===== src/rtl/ctrl_decode_pipe_pkg.sv =====
// Shared definitions for the registered opcode decoder: opcode codes, ALU
// operation encodings, FSM states and the decoded control word.
package ctrl_decode_pipe_pkg;

  localparam logic [2:0] OP_ADD = 3'd0;
  localparam logic [2:0] OP_SUB = 3'd1;
  localparam logic [2:0] OP_AND = 3'd2;
  localparam logic [2:0] OP_XOR = 3'd3;
  localparam logic [2:0] OP_SLL = 3'd4;
  localparam logic [2:0] OP_SRL = 3'd5;
  localparam logic [2:0] OP_COM = 3'd6;
  localparam logic [2:0] OP_MUL = 3'd7;

  typedef enum logic [2:0] {
    ALU_ADD = OP_ADD,
    ALU_SUB = OP_SUB,
    ALU_AND = OP_AND,
    ALU_XOR = OP_XOR,
    ALU_SLL = OP_SLL,
    ALU_SRL = OP_SRL,
    ALU_COM = OP_COM,
    ALU_MUL = OP_MUL
  } aluop_e;

  typedef enum logic {
    ST_IDLE     = 1'b0,
    ST_MUL_WAIT = 1'b1
  } state_e;

  typedef struct packed {
    logic   wen;
    aluop_e aluop;
    logic   illegal;
  } decode_t;

  localparam decode_t DECODE_RESET = '{wen: 1'b0, aluop: ALU_ADD, illegal: 1'b0};

endpackage


===== src/rtl/ctrl_decode_pipe_if.sv =====
// Fetch-side and regfile/ALU-side handshake bundle of the decode stage.
// The stage itself uses the slave modport; its environment uses master.
interface ctrl_decode_pipe_if #(
  parameter int OPW = 4,
  parameter int RAW = 3
);

  logic           in_valid;
  logic           in_ready;
  logic [OPW-1:0] in_opcode;
  logic [RAW-1:0] in_rd;
  logic           out_valid;
  logic           out_ready;
  logic           out_wen;
  logic [2:0]     out_aluop;
  logic [RAW-1:0] out_rd;
  logic           out_illegal;
  logic           busy;

  modport master (
    output in_valid, in_opcode, in_rd, out_ready,
    input  in_ready, out_valid, out_wen, out_aluop, out_rd, out_illegal, busy
  );

  modport slave (
    input  in_valid, in_opcode, in_rd, out_ready,
    output in_ready, out_valid, out_wen, out_aluop, out_rd, out_illegal, busy
  );

endinterface


===== src/rtl/ctrl_decode_pipe_comb.sv =====
// Pure combinational opcode -> {wen, aluop, illegal} table. Anything outside
// the eight ALU codes decodes to a harmless, flagged no-write.
module ctrl_decode_comb
  import ctrl_decode_pipe_pkg::*;
#(
  parameter int OPW = 4
) (
  input  logic [OPW-1:0] opcode_i,
  output decode_t        dec_o
);

  always_comb begin
    // NOTE: assign every output a default first so no path can infer a latch.
    dec_o = '{wen: 1'b0, aluop: ALU_ADD, illegal: 1'b1};
    if ((opcode_i >> 3) == '0) begin
      dec_o.wen     = 1'b1;
      dec_o.aluop   = aluop_e'(opcode_i[2:0]);
      dec_o.illegal = 1'b0;
    end
  end

endmodule


===== src/rtl/ctrl_decode_pipe.sv =====
// Registered valid/ready decode stage: single-cycle for most ops, a
// configurable multi-cycle hold for MUL, with a stall-safe output register.
module ctrl_decode_pipe
  import ctrl_decode_pipe_pkg::*;
#(
  parameter int OPW     = 4,
  parameter int RAW     = 3,
  parameter int MUL_LAT = 3,
  parameter bit ZERO_RO = 1'b1
) (
  input  logic                clk,
  input  logic                rst,
  ctrl_decode_pipe_if.slave   bus
);

  localparam int               CNT_W     = $clog2(MUL_LAT + 1);
  localparam logic [CNT_W-1:0] CNT_LOAD  = CNT_W'(MUL_LAT - 1);
  localparam logic [CNT_W-1:0] CNT_ONE   = CNT_W'(1);
  localparam bit               MUL_MULTI = (MUL_LAT > 1);

  state_e           state_q, state_d;
  logic [CNT_W-1:0] cnt_q, cnt_d;
  logic             out_valid_q, out_valid_d;
  decode_t          out_dec_q, out_dec_d;
  logic [RAW-1:0]   out_rd_q, out_rd_d;
  decode_t          hold_dec_q, hold_dec_d;
  logic [RAW-1:0]   hold_rd_q, hold_rd_d;

  decode_t raw_dec;
  decode_t in_dec;
  logic    in_ready;
  logic    busy;
  logic    slot_free;
  logic    accept;
  logic    is_mul;
  logic    mul_done;

  ctrl_decode_comb #(.OPW(OPW)) u_comb (
    .opcode_i (bus.in_opcode),
    .dec_o    (raw_dec)
  );

  // Register 0 is read-only: the write is dropped but the op still decodes.
  always_comb begin
    in_dec = raw_dec;
    if (ZERO_RO && (bus.in_rd == '0)) in_dec.wen = 1'b0;
  end

  assign slot_free = ~out_valid_q | bus.out_ready;
  assign accept    = bus.in_valid & in_ready;
  assign is_mul    = ~raw_dec.illegal & (raw_dec.aluop == ALU_MUL);
  assign mul_done  = (state_q == ST_MUL_WAIT) && (cnt_q == CNT_ONE) && slot_free;

  always_ff @(posedge clk or posedge rst) begin
    if (rst) state_q <= ST_IDLE;
    else     state_q <= state_d;
  end

  always_comb begin
    state_d = state_q;
    unique case (state_q)
      ST_IDLE:     if (accept && is_mul && MUL_MULTI) state_d = ST_MUL_WAIT;
      ST_MUL_WAIT: if (mul_done) state_d = ST_IDLE;
      default:     state_d = ST_IDLE;
    endcase
  end

  always_comb begin
    in_ready = 1'b0;
    busy     = 1'b0;
    unique case (state_q)
      ST_IDLE:     in_ready = slot_free;
      ST_MUL_WAIT: busy     = 1'b1;
      default:     ;
    endcase
  end

  // A retiring output and a new result may coincide; the load wins.
  always_comb begin
    cnt_d       = cnt_q;
    out_valid_d = out_valid_q;
    out_dec_d   = out_dec_q;
    out_rd_d    = out_rd_q;
    hold_dec_d  = hold_dec_q;
    hold_rd_d   = hold_rd_q;

    if (out_valid_q && bus.out_ready) out_valid_d = 1'b0;

    if (accept) begin
      if (is_mul && MUL_MULTI) begin
        hold_dec_d = in_dec;
        hold_rd_d  = bus.in_rd;
        cnt_d      = CNT_LOAD;
      end else begin
        out_valid_d = 1'b1;
        out_dec_d   = in_dec;
        out_rd_d    = bus.in_rd;
      end
    end

    // The counter saturates at 1; the hold only drains into a free slot.
    if (state_q == ST_MUL_WAIT) begin
      if (cnt_q > CNT_ONE) begin
        cnt_d = cnt_q - CNT_ONE;
      end else if (slot_free) begin
        out_valid_d = 1'b1;
        out_dec_d   = hold_dec_q;
        out_rd_d    = hold_rd_q;
      end
    end
  end

  always_ff @(posedge clk or posedge rst) begin
    if (rst) begin
      cnt_q       <= '0;
      out_valid_q <= 1'b0;
      out_dec_q   <= DECODE_RESET;
      out_rd_q    <= '0;
      hold_dec_q  <= DECODE_RESET;
      hold_rd_q   <= '0;
    end else begin
      // NOTE: non-blocking assignments so every register samples pre-edge values.
      cnt_q       <= cnt_d;
      out_valid_q <= out_valid_d;
      out_dec_q   <= out_dec_d;
      out_rd_q    <= out_rd_d;
      hold_dec_q  <= hold_dec_d;
      hold_rd_q   <= hold_rd_d;
    end
  end

  assign bus.in_ready    = in_ready;
  assign bus.busy        = busy;
  assign bus.out_valid   = out_valid_q;
  assign bus.out_wen     = out_dec_q.wen;
  assign bus.out_aluop   = out_dec_q.aluop;
  assign bus.out_rd      = out_rd_q;
  assign bus.out_illegal = out_dec_q.illegal;

endmodule

===== src/flat_wrapper.sv =====
// flat-port wrapper written by rule: the top's interface ports become plain ports
module ctrl_decode_pipe_flat import ctrl_decode_pipe_pkg::*;
#(
  parameter int OPW     = 4,
  parameter int RAW     = 3,
  parameter int MUL_LAT = 3,
  parameter bit ZERO_RO = 1'b1
)
  (clk, rst, bus_in_valid, bus_in_opcode, bus_in_rd, bus_out_ready, bus_in_ready, bus_out_valid, bus_out_wen, bus_out_aluop, bus_out_rd, bus_out_illegal, bus_busy);
  ctrl_decode_pipe_if #(.OPW(OPW), .RAW(RAW)) bus_i ();
  input  logic clk;
  input  logic rst;
  input wire logic [$bits(bus_i.in_valid)-1:0] bus_in_valid;
  input wire logic [$bits(bus_i.in_opcode)-1:0] bus_in_opcode;
  input wire logic [$bits(bus_i.in_rd)-1:0] bus_in_rd;
  input wire logic [$bits(bus_i.out_ready)-1:0] bus_out_ready;
  output wire logic [$bits(bus_i.in_ready)-1:0] bus_in_ready;
  output wire logic [$bits(bus_i.out_valid)-1:0] bus_out_valid;
  output wire logic [$bits(bus_i.out_wen)-1:0] bus_out_wen;
  output wire logic [$bits(bus_i.out_aluop)-1:0] bus_out_aluop;
  output wire logic [$bits(bus_i.out_rd)-1:0] bus_out_rd;
  output wire logic [$bits(bus_i.out_illegal)-1:0] bus_out_illegal;
  output wire logic [$bits(bus_i.busy)-1:0] bus_busy;
  assign bus_i.in_valid = bus_in_valid;
  assign bus_i.in_opcode = bus_in_opcode;
  assign bus_i.in_rd = bus_in_rd;
  assign bus_i.out_ready = bus_out_ready;
  assign bus_in_ready = bus_i.in_ready;
  assign bus_out_valid = bus_i.out_valid;
  assign bus_out_wen = bus_i.out_wen;
  assign bus_out_aluop = bus_i.out_aluop;
  assign bus_out_rd = bus_i.out_rd;
  assign bus_out_illegal = bus_i.out_illegal;
  assign bus_busy = bus_i.busy;
  ctrl_decode_pipe #(.OPW(OPW), .RAW(RAW), .MUL_LAT(MUL_LAT), .ZERO_RO(ZERO_RO)) u_core (.clk(clk), .rst(rst), .bus(bus_i));
endmodule

===== config.mk =====
export PLATFORM = sky130hd
export DESIGN_NAME = ctrl_decode_pipe_flat
export DESIGN_NICKNAME = d
export VERILOG_FILES = /design/src/rtl/ctrl_decode_pipe_pkg.sv /design/src/rtl/ctrl_decode_pipe_if.sv /design/src/rtl/ctrl_decode_pipe_comb.sv /design/src/rtl/ctrl_decode_pipe.sv /design/src/flat_wrapper.sv
export SDC_FILE = /design/constraint.sdc
export NUM_CORES = 1
export LEC_CHECK = 0
export BUFFER_PORTS_ARGS = -buffer_cell sky130_fd_sc_hd__buf_2
export CAP_MARGIN = 10
export CELL_PAD_IN_SITES_DETAIL_PLACEMENT = 1
export CELL_PAD_IN_SITES_GLOBAL_PLACEMENT = 1
export CORE_MARGIN = 2
export CORE_UTILIZATION = 38
export CTS_BUF_LIST = sky130_fd_sc_hd__clkbuf_2 sky130_fd_sc_hd__clkbuf_4 sky130_fd_sc_hd__clkbuf_8
export CTS_CLUSTER_SIZE = 12
export DETAILED_ROUTE_END_ITERATION = 6
export HOLD_SLACK_MARGIN = 0.1
export PLACE_DENSITY = 0.82
export REMOVE_ABC_BUFFERS = 1
export SYNTH_ARGS = -nofsm -noshare
export SYNTH_HDL_FRONTEND = slang
export SYNTH_SLANG_ARGS = --single-unit

===== constraint.sdc =====
create_clock -name clk -period 1.45 [get_ports clk]
set_input_delay 0.145 -clock clk [delete_from_list [all_inputs] [get_ports clk]]
set_output_delay 0.145 -clock clk [all_outputs]
set_load 0.05 [all_outputs]

==> impl_metrics.env, run 1 <==
export IMPL_cts_htree_levels=1
export IMPL_fmaxAchievable_mhz=725
export IMPL_dp_cells=133
export IMPL_fill_cells=257
export IMPL_setup_ws_ns=0.0706
export IMPL_wl_per_cell_um=16.2
export IMPL_min_from="bus_in_rd[0]"
export IMPL_rr_worst_depth=4
export IMPL_io_pin_count=22
export IMPL_rrSetupSlack_ns=0.07
export IMPL_start_util=0.405
export IMPL_clkLatencyLatePin_ns=0.30
export IMPL_ys_warn_count=0
export IMPL_combPwrFrac=0.491
export IMPL_grt_first_pass_wirelength_um=3600
export IMPL_ys_seq_area_frac=0.553
export IMPL_cts_num_sinks=20
export IMPL_overflow=0
export IMPL_antenna_found_initial=0
export IMPL_hold_depth=2
export IMPL_die_w_um=52.8
export IMPL_p_switching_mw=1.22
export IMPL_fin_crit_ns=1.38
export IMPL_synth_xor_area_frac=0
export IMPL_antenna_cells=0
export IMPL_die_h_um=52.8
export IMPL_avgViaCountPerCell=5.20
export IMPL_cts_root_buf="clkbuf_4"
export IMPL_finalHoldViolCount=0
export IMPL_rsz0062_at_grt="false"
export IMPL_synth_compound_area_frac=0.0927
export IMPL_p_int_mw=1.52
export IMPL_synth_top_family_by_area="simple AND/OR/NAND/NOR gates"
export IMPL_clk_pin_slew_ns=0.11
export IMPL_drc=0
export IMPL_drt_iter0_drc=3
export IMPL_critPathArrivalTime_ns=1.23
export IMPL_holdPathEnd="u_core.hold_rd_q[0]$_DFFE_PP0P_"
export IMPL_synth_area_per_cell_sq_um=11.3
export IMPL_drive_gt1_frac=0.357
export IMPL_path_cells="nor2b_4 -> buf_4 -> nor2_2 -> buf_6"
export IMPL_min_path_type="in -> reg"
export IMPL_crit_type="reg -> out"
export IMPL_worst_slew_pin_slew_ns=0.258
export IMPL_critPathCaptureType="output pin"
export IMPL_yosys_mux_area_fraction=0.116
export IMPL_cts_setup_buffers=0
export IMPL_synth_simple_area_share=0.220
export IMPL_grt_max_degree=21
export IMPL_finalPower_mw=2.74
export IMPL_power_share_sequential=0.343
export IMPL_skew_ns=0.00414
export IMPL_max_cap_violations=0
export IMPL_power_density_nw_per_um2=2270
export IMPL_layout_common_cells="20 x buf_2, 20 x dfrtp_1, 12 x nand2_1, 6 x mux2i_1, 6 x o21ai_0"
export IMPL_tns_ns=0
export IMPL_nets=124
export IMPL_area_growth_pct=33.3
export IMPL_synth_cells=80
export IMPL_synth_fa_ha_area_frac=0
export IMPL_r2r_start="u_core.state_q$_DFF_PP0_"
export IMPL_yosys_most_used_dff="dfrtp_1"
export IMPL_synthArstFlopShare=1.00
export IMPL_cts_path_max_buffers=2
export IMPL_synth_distinct_cells=28
export IMPL_synth_seq_cells=20
export IMPL_grt_pass1_vias=770
export IMPL_p_leak_nw=0.599
export IMPL_cts_tree="built"
export IMPL_multi_input_area_sq_um=415
export IMPL_numCtsBuffers=3
export IMPL_vdd_drop_max_v=0.00119
export IMPL_groute_usage_overall=0.188
export IMPL_cp_start_kind="register"
export IMPL_num_rows=17
export IMPL_slew_violations=0
export IMPL_drtAntennaViolNets=0
export IMPL_io_buffers=21
export IMPL_dpl_worst_slack_ns=0.0301
export IMPL_gp_congestion=0.772
export IMPL_setup_viol=0
export IMPL_cp_required_ns=1.31
export IMPL_fin_cells=140
export IMPL_min_period_over_period=0.951
export IMPL_fin_hold_ws_ns=0.133
export IMPL_synth_edf_count=0
export IMPL_dr_pass1_iters=4
export IMPL_seq_area_sq_um=500
export IMPL_relSlewSlack=0.828
export IMPL_syn_area_sq_um=905
export IMPL_cp_slowest_cell="dfrtp_1"
export IMPL_crit_family="flip-flops"
export IMPL_dr_total_vias=728
export IMPL_clkPwrFrac=0.166
export IMPL_wl_um=2270
export IMPL_core_sq_um=2230
export IMPL_worstReg2RegEnd="u_core.hold_rd_q[0]$_DFFE_PP0P_"
export IMPL_netSwitchingFraction=0.445
export IMPL_path_buf_inv=2
export IMPL_status="finished, final reports clean"
export IMPL_slowest_delay_ns=0.40
export IMPL_path_max_fanout=4
export IMPL_dp_hpwl_um=1500
export IMPL_fp_dieArea_sq_um=2790
[power by group through the flow]
stage | sequential [mW] | combinational, mW | clock (mW)
6_report | 0.939 | 1.34 | 0.454
5_1_grt | 0.968 | 1.44 | 0.481
4_1_cts | 0.938 | 1.34 | 0.469
3_5_place_dp | 0.943 | 1.27 | 0
3_3_place_gp | 0.923 | 1.23 | 0
2_1_floorplan | 1.38 | 0.443 | 0
[cells in the mapped netlist, types with 2 or more instances]
cell type  instances  area share
mux2i_1            6       0.066
nand2b_1           3       0.021
mux2_1             3       0.037
nor3_1             2       0.011
nand2_1           12       0.050
nor2_1             2      0.0083
or2_1              3       0.021
nor2b_1            3       0.021
o21ai_0            7       0.039
nor2b_2            2       0.019
dfrtp_1           20        0.55
[worst max path at each step]
| stage | startpoint | to | slack (ns) | cells past startpoint |
|---|---|---|---|---|
| 2_1_floorplan | u_core.state_q$_DFF_PP0_ | u_core.hold_dec_q[4]$_DFFE_PP0P_ | -0.33 | 3 |
| 3_3_place_gp | u_core.state_q$_DFF_PP0_ | u_core.bus.out_illegal$_DFF_PP0_ | 0.06 | 5 |
| 3_5_place_dp | u_core.state_q$_DFF_PP0_ | u_core.bus.out_aluop[0]$_DFF_PP0_ | 0.03 | 5 |
| 4_1_cts | u_core.state_q$_DFF_PP0_ | u_core.bus.out_illegal$_DFF_PP0_ | 0.004 | 5 |
| 5_1_grt | u_core.state_q$_DFF_PP0_ | u_core.bus.out_illegal$_DFF_PP0_ | 0.004 | 5 |
| 6_report | u_core.bus.out_valid$_DFF_PP0_ | bus_in_ready | 0.07 | 4 |
[registers in the layout, summed over array words and instances, names as in the netlist]
name,cells
u_core.bus.out_valid,1
u_core.bus.out_illegal,1
u_core.hold_dec_q,5
u_core.cnt_q,2
u_core.hold_rd_q,3
u_core.bus.out_aluop,3
u_core.bus.out_wen,1
u_core.bus.out_rd,3
u_core.state_q,1
[logic make-up (layout without fill, tap and decap cells)]
group / Yosys count / after routing
AO/OA/AOI/OAI: 14 / 14
AND/OR/NAND/NOR: 33 / 33
buffers and inverters: 3 / 35
flip-flops: 20 / 20
multiplexers: 10 / 10
[per-layer routing]
layer  routed length [um]  track usage
met5                    0            0
met4                   16       0.0897
met3                   77       0.0171
met2                 1310        0.348
met1                  868        0.215
[layout make-up]
class | count | share of cell area
Clock buffer | 3 | 0.0187
Multi-Input combinational cell | 57 | 0.344
Tap cell | 28 | 0.0290
Inverter | 1 | 0.00311
Sequential cell | 20 | 0.415
Timing Repair Buffer | 30 | 0.165
Clock inverter | 1 | 0.0249
[what timing repair did]
item | in CTS | in global routing
cloned | 0 | 0
hold endpoints to repair | 22 | 0
endpoints found under the setup margin | 2 | 3
resized for setup | 5 | 3
pin swaps | 0 | 2
hold buffers | 3 | 0
[metrics by stage]
| step | instance area [sq um] | utilization |
|---|---|---|
| 2_1_floorplan | 892 | - |
| 3_5_place_dp | 1090 | 0.488 |
| 3_3_place_gp | 1090 | 0.488 |
| 4_1_cts | 1200 | 0.536 |
| 5_1_grt | 1210 | 0.540 |
| 6_report | 1210 | 0.540 |
Power figures use the tool's default switching activity.
==> run 2: changes to the inputs <==
--- a/config.mk
+++ b/config.mk
@@ -16,6 +16,7 @@
 export DETAILED_ROUTE_END_ITERATION = 6
 export HOLD_SLACK_MARGIN = 0.1
 export PLACE_DENSITY = 0.82
+export RECOVER_POWER = 50
 export REMOVE_ABC_BUFFERS = 1
 export SYNTH_ARGS = -nofsm -noshare
 export SYNTH_HDL_FRONTEND = slang
==> run 2 against run 1 <==
Net effect:
- setup slack about the same
- clock-buffer cell count stayed put
- non-clock buffer count is the same
- critical path type unchanged
- critical path depth is the same
- die area unchanged
==> impl_metrics.env, run 2 (synthesis results as in run 1) <==
export IMPL_drive_gt1_frac=0.313
export IMPL_dr_pass1_iters=4
export IMPL_top_register="u_core.hold_dec_q"
export IMPL_rrSetupSlack_ns=0.07
export IMPL_slew_violations=0
export IMPL_r2r_start="u_core.state_q$_DFF_PP0_"
export IMPL_rr_worst_depth=4
export IMPL_die_w_um=52.8
export IMPL_dpl_cell_area_sq_um=1090
export IMPL_fp_dieArea_sq_um=2790
export IMPL_finalPower_mw=2.72
export IMPL_fmaxAchievable_mhz=725
export IMPL_cp_start_kind="register"
export IMPL_clk_pin_slew_ns=0.11
export IMPL_largest_reg_flops=5
export IMPL_gp_congestion=0.772
export IMPL_wl_um=2250
export IMPL_layout_commonest_cell="dfrtp_1"
export IMPL_cts_setup_buffers=0
export IMPL_io_buffers=21
export IMPL_grt_pass1_vias=770
export IMPL_worstReg2RegEnd="u_core.hold_rd_q[0]$_DFFE_PP0P_"
export IMPL_numCtsBuffers=3
export IMPL_hold_depth=2
export IMPL_core_sq_um=2230
export IMPL_dp_cells=133
export IMPL_dr_total_vias=718
export IMPL_dp_hpwl_um=1500
export IMPL_status="finished, final reports clean"
export IMPL_fin_hold_ws_ns=0.133
export IMPL_groute_usage_overall=0.188
export IMPL_fin_cells=140
export IMPL_holdPathEnd="u_core.hold_rd_q[0]$_DFFE_PP0P_"
export IMPL_num_rows=17
export IMPL_antenna_cells=0
export IMPL_post_route_util=0.536
export IMPL_nets=124
export IMPL_path_max_fanout=4
export IMPL_power_density_nw_per_um2=2270
export IMPL_fin_crit_ns=1.38
export IMPL_relSlewSlack=0.601
export IMPL_finalHoldViolCount=0
export IMPL_critPathArrivalTime_ns=1.23
export IMPL_tns_ns=0
export IMPL_fill_cells=258
export IMPL_drt_iter0_drc=3
export IMPL_grt_first_pass_wirelength_um=3600
export IMPL_avgViaCountPerCell=5.13
export IMPL_p_leak_nw=0.582
export IMPL_cts_htree_levels=1
export IMPL_antenna_found_initial=0
export IMPL_overflow=0
export IMPL_die_h_um=52.8
export IMPL_fin_area_sq_um=1200
export IMPL_worst_slew_pin_slew_ns=0.601
export IMPL_min_from="bus_in_rd[0]"
export IMPL_min_period_over_period=0.951
export IMPL_cts_num_sinks=20
export IMPL_crit_type="reg -> out"
export IMPL_start_util=0.405
export IMPL_skew_ns=0.00394
export IMPL_clkLatencyLatePin_ns=0.30
export IMPL_setup_ws_ns=0.0704
export IMPL_max_cap_violations=0
export IMPL_cts_tree="built"
export IMPL_critPathCaptureType="output pin"
export IMPL_area_growth_pct=32.4
export IMPL_setup_viol=0
export IMPL_rsz0062_at_grt="false"
export IMPL_min_path_type="in -> reg"
export IMPL_drc=0
export IMPL_vdd_drop_max_v=0.00117
export IMPL_io_pin_count=22
export IMPL_cts_path_max_buffers=2
export IMPL_grt_max_degree=21
export IMPL_layout_common_cells="20 x dfrtp_1, 15 x buf_2, 12 x nand2_1, 6 x mux2i_1, 6 x o21ai_0"
export IMPL_wl_per_cell_um=16.1
export IMPL_cp_required_ns=1.31
export IMPL_drtAntennaViolNets=0
export IMPL_cts_root_buf="clkbuf_4"
export IMPL_dpl_worst_slack_ns=0.0301
run 2: layout make-up:
class	count	area, sq um	area share
Inverter	1	3.75	0.00313
Tap cell	28	35.0	0.0293
Sequential cell	20	500	0.418
Timing Repair Buffer	30	190	0.159
Clock buffer	3	22.5	0.0188
Multi-Input combinational cell	57	415	0.347
Clock inverter	1	30.0	0.0251
run 2: what timing repair did:
action / CTS / global route
endpoints found under the hold margin: 22 / 0
endpoints found under the setup margin: 2 / 3
resized for setup: 5 / 3
hold buffers: 3 / 0
pin swaps: 0 / 2
run 2: critical path, cell delays in order, from the launching register on:
cell and delay, ns:
dfrtp_1 0.40, nor2b_4 0.13, buf_4 0.14, nor2_2 0.09, buf_6 0.16
run 2: worst max-delay path by stage:
stage                                         from                                end  slack, ns  depth (start not counted)
detailed placement        u_core.state_q$_DFF_PP0_  u_core.bus.out_aluop[0]$_DFF_PP0_       0.03                          5
floorplan                 u_core.state_q$_DFF_PP0_   u_core.hold_dec_q[4]$_DFFE_PP0P_      -0.33                          3
CTS                       u_core.state_q$_DFF_PP0_   u_core.bus.out_illegal$_DFF_PP0_      0.004                          5
global placement          u_core.state_q$_DFF_PP0_   u_core.bus.out_illegal$_DFF_PP0_       0.06                          5
global route              u_core.state_q$_DFF_PP0_   u_core.bus.out_illegal$_DFF_PP0_      0.004                          5
finish              u_core.bus.out_valid$_DFF_PP0_                       bus_in_ready       0.07                          4
run 2: where the power goes:
| part | internal (mW) | total (mW) | switching, mW |
|---|---|---|---|
| sequential | 0.799 | 0.940 | 0.141 |
| clock | 0.279 | 0.454 | 0.175 |
| combinational | 0.422 | 1.32 | 0.902 |
run 2: routing by layer:
metal	track usage	part of all wire	wire (um)
met5	0	0	0
met4	0.0897	0.013	30
met3	0.0171	0.030	67
met2	0.348	0.57	1280
met1	0.215	0.39	868
==> run 3: changes to the inputs <==
==> constraint.sdc (replaced) <==
create_clock -name clk -period 1.1 [get_ports clk]
set_input_delay 0.11 -clock clk [delete_from_list [all_inputs] [get_ports clk]]
set_output_delay 0.11 -clock clk [all_outputs]
set_load 0.05 [all_outputs]
==> run 3 against run 2 <==
Net effect:
- the run now ends with negative setup slack left
- sequential power increased by 37%
- final cell count increased by 11%
- critical endpoint is now u_core.cnt_q[0]$_DFF_PP0_
- highest routed layer unchanged
- global-route usage increased by 3.3 points
- total power increased by 56%
- largest cell class unchanged
- critical path depth increased by 2
==> impl_metrics.env, run 3 (synthesis results as in run 1) <==
export IMPL_min_period_over_period=1.24
export IMPL_io_buffers=21
export IMPL_grt_max_degree=21
export IMPL_dr_pass1_iters=4
export IMPL_vdd_drop_max_v=0.00210
export IMPL_path_max_fanout=6
export IMPL_setup_ws_ns=-0.267
export IMPL_rr_worst_depth=6
export IMPL_antenna_found_initial=0
export IMPL_antenna_cells=0
export IMPL_cp_start_kind="register"
export IMPL_power_share_sequential=0.304
export IMPL_num_rows=17
export IMPL_largest_reg_flops=5
export IMPL_grt_pass1_vias=906
export IMPL_setup_viol=22
export IMPL_cp_required_ns=1.28
export IMPL_setup_worst_path_start="u_core.state_q$_DFF_PP0_"
export IMPL_finalHoldViolCount=0
export IMPL_cts_tree="built"
export IMPL_finalPower_mw=4.23
export IMPL_dpl_worst_slack_ns=-0.364
export IMPL_cts_num_sinks=20
export IMPL_r2r_start="u_core.state_q$_DFF_PP0_"
export IMPL_slew_violations=0
export IMPL_wl_per_cell_um=19.8
export IMPL_p_int_mw=2.36
export IMPL_critPathArrivalTime_ns=1.54
export IMPL_cts_htree_levels=1
export IMPL_io_pin_count=22
export IMPL_cts_path_max_buffers=2
export IMPL_fmaxAchievable_mhz=732
export IMPL_min_path_type="in -> reg"
export IMPL_overflow=0
export IMPL_core_sq_um=2230
export IMPL_min_from="bus_in_rd[1]"
export IMPL_hold_depth=3
export IMPL_top_register="u_core.hold_dec_q"
export IMPL_violations="negative setup slack"
export IMPL_p_switching_mw=1.87
export IMPL_tns_ns=-4.20
export IMPL_critPathCaptureType="register"
export IMPL_max_cap_violations=0
export IMPL_groute_usage_overall=0.222
export IMPL_dp_hpwl_um=1700
export IMPL_gp_congestion=0.788
export IMPL_fin_cells=155
export IMPL_crit_type="reg -> reg"
export IMPL_clkPwrFrac=0.142
export IMPL_die_w_um=52.8
export IMPL_layout_commonest_cell="dfrtp_1"
export IMPL_worst_slew_pin_slew_ns=0.500
export IMPL_p_leak_nw=0.707
export IMPL_fin_hold_ws_ns=0.148
export IMPL_avgViaCountPerCell=5.30
export IMPL_drt_iter0_drc=8
export IMPL_dr_total_vias=821
export IMPL_rsz0062_at_grt="true"
export IMPL_start_util=0.405
export IMPL_status="finished, violations left"
export IMPL_layout_common_cells="20 x dfrtp_1, 14 x buf_2, 13 x buf_4, 11 x nand2_1, 9 x buf_6"
export IMPL_cts_root_buf="clkbuf_4"
export IMPL_drive_gt1_frac=0.504
export IMPL_dp_cells=143
export IMPL_wl_um=3070
export IMPL_drc=0
export IMPL_holdPathEnd="u_core.bus.out_rd[1]$_DFF_PP0_"
export IMPL_die_h_um=52.8
export IMPL_rrSetupSlack_ns=-0.27
export IMPL_numCtsBuffers=3
export IMPL_skew_ns=0.0162
export IMPL_relSlewSlack=0.667
export IMPL_fp_dieArea_sq_um=2790
export IMPL_clkLatencyLatePin_ns=0.30
export IMPL_nets=139
export IMPL_area_growth_pct=58.8
export IMPL_worstReg2RegEnd="u_core.cnt_q[0]$_DFF_PP0_"
export IMPL_netSwitchingFraction=0.442
export IMPL_grt_first_pass_wirelength_um=4330
export IMPL_clk_pin_slew_ns=0.13
export IMPL_power_density_nw_per_um2=2940
export IMPL_drtAntennaViolNets=0
export IMPL_combPwrFrac=0.553
export IMPL_fin_crit_ns=1.37
run 3: changes by cell type in the layout (fill, tap and decap cells not counted), moves of 2 or more:
cell      previous run  this run
buf_4                4        13
nor2_4               0         2
o21ai_1              2         8
buf_6                1         9
clkbuf_1             5         0
mux2_4               0         4
nand2b_4             0         2
clkbuf_4             3         6
mux2_1               3         0
o21ai_0              6         0
nand2b_1             3         1
nor2_2               2         0
run 3: area by class of cell:
type	count	area (sq um)
Fill cell	241	797
Sequential cell	20	500
Multi-Input combinational cell	57	493
Timing Repair Buffer	45	352
Tap cell	28	35.0
Clock inverter	1	30.0
Clock buffer	3	22.5
Inverter	1	3.75
run 3: what timing repair did:
item / in CTS / in global routing
endpoints found under the hold margin: 23 / 0
setup buffers: 4 / 1
pin swaps: 6 / 7
hold buffers: 4 / 0
setup endpoints to repair: 22 / 26
resized for setup: 26 / 20
run 3: worst max-delay path, stage by stage (launching register included):
cell and delay (ns):
dfrtp_1 0.45, nand2b_4 0.18, nor3_4 0.14, buf_6 0.17
buf_6 0.12, nand3b_1 0.12, o21ai_1 0.09
run 3: power groups by stage:
| stage | clock, mW | combinational [mW] | sequential [mW] |
|---|---|---|---|
| final | 0.602 | 2.34 | 1.29 |
| after CTS | 0.609 | 2.05 | 1.24 |
| after global placement | 0 | 1.73 | 1.21 |
| after global routing | 0.627 | 2.46 | 1.32 |
| after floorplan | 0 | 0.584 | 1.82 |
| after detailed placement | 0 | 1.79 | 1.25 |
run 3: metal layers:
| metal | vias up | GRT usage | routed length [um] | share of wire |
|---|---|---|---|---|
| met5 | - | 0 | 0 | 0 |
| met4 | 0 | 0.0769 | 25 | 0.0081 |
| met3 | 4 | 0.0171 | 74 | 0.024 |
| met2 | 19 | 0.388 | 1780 | 0.58 |
| met1 | 426 | 0.286 | 1190 | 0.39 |
| li1 | 372 | - | - | - |
run 3: per-stage QoR:
stage	util	area, sq um
floorplan	-	892
global placement	0.516	1150
detailed placement	0.516	1150
CTS	0.607	1360
global route	0.643	1440
finish	0.643	1440
run 3: worst max path at each step:
stage / endpoint / slack, ns / depth (start not counted)
after floorplan: u_core.hold_dec_q[4]$_DFFE_PP0P_ / -0.68 / 3
after global placement: u_core.bus.out_illegal$_DFF_PP0_ / -0.26 / 5
after detailed placement: u_core.bus.out_aluop[0]$_DFF_PP0_ / -0.36 / 5
after CTS: u_core.bus.out_illegal$_DFF_PP0_ / -0.23 / 5
after global routing: u_core.bus.out_aluop[0]$_DFF_PP0_ / -0.31 / 5
final: u_core.cnt_q[0]$_DFF_PP0_ / -0.27 / 6
